==> src/rtl/matmul_result_collector.sv <==
// Purpose: reads an N x M result matrix out of a selected scratchpad over a req/ack bus and pulses start_cmp when the matrix is complete.
// Latency: collect_start in cycle 0, one read per REQ cycle with zero-wait acks, start_cmp in cycle N*M+1.
// Backpressure: rd_req is held with a stable rd_addr until rd_ack; a read with no ack for TIMEOUT cycles aborts with timeout_err.
module matmul_result_collector #(
    parameter int DATA_WIDTH   = 8,
    parameter int BUS_WIDTH    = 16,
    parameter int ADDR_WIDTH   = 16,
    parameter int SP_BASE_ADDR = 'h0100,
    parameter int SP_STRIDE    = 'h0010,
    parameter int TIMEOUT      = 255,
    localparam int MAX_DIM     = BUS_WIDTH / DATA_WIDTH,
    localparam int DIM_W       = $clog2(MAX_DIM) + 1
) (
    input  logic                                 clk,
    input  logic                                 rst_n,
    input  logic                                 collect_start,
    input  logic [DIM_W-1:0]                     n_dim,
    input  logic [DIM_W-1:0]                     m_dim,
    input  logic [1:0]                           sp_sel,
    output logic                                 rd_req,
    output logic [ADDR_WIDTH-1:0]                rd_addr,
    input  logic                                 rd_ack,
    input  logic [BUS_WIDTH-1:0]                 rd_data,
    output logic [MAX_DIM*MAX_DIM*BUS_WIDTH-1:0] mat_res_actual,
    output logic                                 start_cmp,
    output logic                                 busy,
    output logic                                 dim_err,
    output logic                                 timeout_err
);

    localparam int ELEMS = MAX_DIM * MAX_DIM;
    localparam int TMR_W = $clog2(TIMEOUT + 1);

    typedef enum logic [1:0] {
        IDLE = 2'd0,
        REQ  = 2'd1,
        DONE = 2'd2
    } state_t;

    state_t             state;
    state_t             state_nxt;
    logic [DIM_W-1:0]   n_lat;
    logic [DIM_W-1:0]   m_lat;
    logic [1:0]         sp_lat;
    logic [DIM_W-1:0]   i_idx;
    logic [DIM_W-1:0]   j_idx;
    logic [TMR_W-1:0]   timer;
    logic               dims_ok;
    logic               last_elem;
    logic               row_end;
    logic               timer_exp;
    logic               start_acc;
    int                 elem_idx;
    logic [ADDR_WIDTH-1:0] addr_calc;

    // Decode of the request handshake and dimension legality
    always_comb begin
        dims_ok   = (n_dim != '0) && (m_dim != '0) &&
                    (n_dim <= DIM_W'(MAX_DIM)) && (m_dim <= DIM_W'(MAX_DIM));
        row_end   = (j_idx == m_lat - DIM_W'(1));
        last_elem = row_end && (i_idx == n_lat - DIM_W'(1));
        timer_exp = (timer == TMR_W'(TIMEOUT - 1));
        start_acc = (state == IDLE) && collect_start;
        elem_idx  = int'(i_idx) * MAX_DIM + int'(j_idx);
        addr_calc = ADDR_WIDTH'(SP_BASE_ADDR)
                  + ADDR_WIDTH'(sp_lat) * ADDR_WIDTH'(SP_STRIDE)
                  + ADDR_WIDTH'(i_idx) * ADDR_WIDTH'(MAX_DIM)
                  + ADDR_WIDTH'(j_idx);
    end

    // State register
    always_ff @(posedge clk or negedge rst_n) begin
        if (!rst_n) begin
            state <= IDLE;
        end else begin
            state <= state_nxt;
        end
    end

    // Next-state: illegal dims keep us in IDLE, a stalled read falls back to IDLE
    always_comb begin
        state_nxt = state;
        case (state)
            IDLE: begin
                if (start_acc && dims_ok) begin
                    state_nxt = REQ;
                end
            end
            REQ: begin
                if (rd_ack) begin
                    if (last_elem) begin
                        state_nxt = DONE;
                    end
                end else if (timer_exp) begin
                    state_nxt = IDLE;
                end
            end
            DONE: begin
                state_nxt = IDLE;
            end
            default: begin
                state_nxt = IDLE;
            end
        endcase
    end

    // Outputs decoded straight from the state register
    always_comb begin
        rd_req    = (state == REQ);
        start_cmp = (state == DONE);
        busy      = (state != IDLE);
        rd_addr   = (state == REQ) ? addr_calc : '0;
    end

    // Command latch, element walk, ack timer, error flags and matrix capture
    always_ff @(posedge clk or negedge rst_n) begin
        if (!rst_n) begin
            n_lat          <= '0;
            m_lat          <= '0;
            sp_lat         <= '0;
            i_idx          <= '0;
            j_idx          <= '0;
            timer          <= '0;
            dim_err        <= 1'b0;
            timeout_err    <= 1'b0;
            mat_res_actual <= '0;
        end else if (start_acc) begin
            n_lat          <= n_dim;
            m_lat          <= m_dim;
            sp_lat         <= sp_sel;
            i_idx          <= '0;
            j_idx          <= '0;
            timer          <= '0;
            dim_err        <= !dims_ok;
            timeout_err    <= 1'b0;
            mat_res_actual <= '0;
        end else if (state == REQ) begin
            if (rd_ack) begin
                timer <= '0;
                for (int k = 0; k < ELEMS; k++) begin
                    if (k == elem_idx) begin
                        mat_res_actual[k*BUS_WIDTH +: BUS_WIDTH] <= rd_data;
                    end
                end
                if (!last_elem) begin
                    if (row_end) begin
                        j_idx <= '0;
                        i_idx <= i_idx + DIM_W'(1);
                    end else begin
                        j_idx <= j_idx + DIM_W'(1);
                    end
                end
            end else if (timer_exp) begin
                timer       <= '0;
                timeout_err <= 1'b1;
            end else begin
                timer <= timer + TMR_W'(1);
            end
        end
    end

endmodule
==> config.mk <==
export PLATFORM = sky130hd
export DESIGN_NAME = matmul_result_collector
export DESIGN_NICKNAME = d
export VERILOG_FILES = /design/src/rtl/matmul_result_collector.sv
export SDC_FILE = /design/constraint.sdc
export NUM_CORES = 1
export LEC_CHECK = 0
export ABC_AREA = 1
export CAP_MARGIN = 20
export CORE_MARGIN = 2
export CORE_UTILIZATION = 44
export CTS_CLUSTER_DIAMETER = 80
export DETAILED_ROUTE_END_ITERATION = 7
export GPL_ROUTABILITY_DRIVEN = 0
export PLACE_DENSITY = 0.81
export RECOVER_POWER = 100
export SLEW_MARGIN = 20
export SYNTH_ARGS = -nofsm -noshare
export SYNTH_HDL_FRONTEND = slang
export SYNTH_SLANG_ARGS = --single-unit
==> constraint.sdc <==
create_clock -name clk -period 1.7 [get_ports clk]
set_input_delay 0.425 -clock clk [delete_from_list [all_inputs] [get_ports clk]]
set_output_delay 0.425 -clock clk [all_outputs]
set_load 0.1 [all_outputs]
==> impl_metrics.env <==
export IMPL_cts_buffers=9
export IMPL_crit_buf_inv=3
export IMPL_period_needed_ps=1960
export IMPL_cp_slowest_stage_delay_ps=400
export IMPL_synth_cell_types=29
export IMPL_crit_chain="ha_4 -> inv_2 -> ha_4 -> inv_2 -> nor2_4 -> buf_12"
export IMPL_hold_class="reg2reg"
export IMPL_multiInputGateArea_sq_mm=0.00190
export IMPL_syn_cell_area_sq_mm=0.00411
export IMPL_yosysWarnings=0
export IMPL_dieHeight_um=101
export IMPL_core_sq_mm=0.00915
export IMPL_vias_per_cell=5.80
export IMPL_slowest_stage="dfrtp_1"
export IMPL_fin_worst_skew_ps=11.8
export IMPL_post_drt_wl_per_cell_um=21.2
export IMPL_nFillCells=617
export IMPL_syn_to_final_growth_pct=46.4
export IMPL_r2r_setup_slack_ps=-130
export IMPL_yosysSeqAreaShare=0.523
export IMPL_h_tree_depth=3
export IMPL_maxSlewHeadroom=0.509
export IMPL_ys_ff_latch=86
export IMPL_timing_final_ws_setup_ps=-263
export IMPL_clock_path_buffers=2
export IMPL_finalNetCount=669
export IMPL_dr_pass1_iters=6
export IMPL_path_clk_slew_ps=100
export IMPL_hold_path_startpoint="mat_res_actual[50]$_DFFE_PN0P_"
export IMPL_cts_tree="done"
export IMPL_yosys_area_share_simple=0.335
export IMPL_drv_slew=0
export IMPL_drtAntennaViolNets=0
export IMPL_rsz0062_at_grt="yes"
export IMPL_die_w_um=101
export IMPL_initial_core_util=0.449
export IMPL_antenna_found_initial=0
export IMPL_fp_dieArea_sq_mm=0.0101
export IMPL_placed_cells=723
export IMPL_overflow=0
export IMPL_synth_xor_area_frac=0.00852
export IMPL_setup_viol=74
export IMPL_cp_start_kind="flop"
export IMPL_min_to="mat_res_actual[50]$_DFFE_PN0P_"
export IMPL_first_global_vias=4320
export IMPL_cts_root_buf="clkbuf_8"
export IMPL_post_route_period_util=1.15
export IMPL_worstReg2RegEnd="i_idx[0]$_DFFE_PN0P_"
export IMPL_diodes=0
export IMPL_worstSkewPairLatency_ps=380
export IMPL_critPathTopFamily="flip-flops"
export IMPL_grt_use_total=0.286
export IMPL_maxCapViolations=0
export IMPL_fp_row_count=35
export IMPL_max_freq_ghz=0.509
export IMPL_hold_depth=2
export IMPL_crit_fanout=2
export IMPL_grt_pass1_wl_um=22300
export IMPL_cp_arrival_ps=1540
export IMPL_io_buffers=101
export IMPL_synth_top_family_by_area="simple AND/OR/NAND/NOR gates"
export IMPL_final_common_cell="nand2_1"
export IMPL_grt_max_degree=33
export IMPL_synth_fa_ha_area_frac=0.0152
export IMPL_worst_pin_slew_ps=736
export IMPL_synth_compound_area_frac=0.0210
export IMPL_dpl_hpwl_um=8600
export IMPL_violations="negative setup slack"
export IMPL_seq_area_sq_mm=0.00216
export IMPL_via_count=4369
export IMPL_routed_wl_um=16000
export IMPL_drive_above_1_share=0.333
export IMPL_r2r_cells=10
export IMPL_syn_inst=505
export IMPL_drc=0
export IMPL_final_cell_mix="nand2_1, dfrtp_1, clkbuf_4, nand3_1, inv_1"
export IMPL_endpoint_kind="output port"
export IMPL_io_pins=111
export IMPL_hold_viol_final=0
export IMPL_crit_type="reg2out"
export IMPL_cp_required_ps=1270
export IMPL_path_depth=6
export IMPL_synthMuxAreaShare=0
export IMPL_avgSynthCellArea_sq_um=8.14
export IMPL_final_cells=753
export IMPL_dr_first_iter_drc_count=495
export IMPL_status="finished with violations"
export IMPL_worstReg2RegStart="state[0]$_DFFE_PN0P_"
export IMPL_cts_sinks=86
-- kinds of logic (layout without fill, tap and decap cells) --
| kind of cell | after synthesis | after routing |
|---|---|---|
| DFF | 86 | 86 |
| AOI/OAI and AO/OA | 15 | 15 |
| xor gates and xnor gates | 4 | 4 |
| buffers and inverters | 82 | 211 |
| other | 1 | 9 |
| and+or+nand+nor | 312 | 312 |
| adders and majority gates | 5 | 5 |
-- per-stage QoR --
stage           util  cell area [sq um]  hold WS [ps]  setup WS, ps  setup TNS, ps
2_1_floorplan      -               4190           129          -143          -4670
3_3_place_gp   0.680               6220           373         -81.1          -4110
3_5_place_dp   0.680               6220           381          -142          -7440
4_1_cts        0.726               6640           539          -245           -975
5_1_grt        0.658               6020           532          -298          -9440
6_report       0.658               6020           505          -263          -3810
-- layout make-up --
class	count	area share
timing repair buffer	143	0.234
tap	111	0.0231
inverter	53	0.0366
sequential	86	0.358
clock inverter	6	0.0119
clock buffer	9	0.0206
multi-input combinational	345	0.315
-- cells in the mapped netlist, drive strengths merged --
library cell / n / area [sq um]
xor2: 4 / 35.0
o21ai: 9 / 45.0
o22ai: 1 / 6.26
nand4: 4 / 25.0
buf: 28 / 184
clkinv: 3 / 18.8
dfrtp: 86 / 2150
a31o: 1 / 8.76
nand3: 74 / 370
a21oi: 3 / 18.8
ha: 5 / 62.6
nor2: 46 / 178
nand2: 183 / 757
clkbuf: 1 / 3.75
nor3: 5 / 47.5
inv: 50 / 188
conb: 1 / 3.75
o21a: 1 / 7.51
-- worst max-delay path by stage --
stage / startpoint / to
after detailed placement: rd_ack / mat_res_actual[4]$_DFFE_PN0P_
after global routing: j_idx[1]$_DFFE_PN0P_ / rd_addr[2]
final: j_idx[1]$_DFFE_PN0P_ / rd_addr[2]
after global placement: rd_ack / mat_res_actual[27]$_DFFE_PN0P_
after floorplan: state[1]$_DFFE_PN0P_ / rd_addr[0]
after CTS: j_idx[1]$_DFFE_PN0P_ / rd_addr[2]
-- routing by layer --
layer	vias up	part of all wire	track usage
li1	1822	-	-
met2	365	0.49	0.468
met3	112	0.090	0.0485
met1	2070	0.36	0.358
met5	-	0	0
met4	0	0.067	0.170
-- flip-flops by register name, indices dropped and copies added, names as in the netlist --
register	flops
n_lat	2
m_lat	2
sp_lat	2
timeout_err	1
dim_err	1
mat_res_actual	64
state	2
timer	8
i_idx	2
j_idx	2
-- tightest hold or removal path: stages (launching register included) --
cell     delay, ps
dfrtp_1        350
nand3_1         70
nand2_1         50
-- repair_timing --
action	in CTS	in global routing
hold buffers	1	0
cloned	2	1
hold endpoints to repair	13	0
setup buffers	9	4
setup endpoints to repair	53	82
gates resized for setup	28	53
pin swaps	7	17
Power is not shown: default switching activity piles up to over one toggle a cycle in this logic, so the estimate is an artifact.
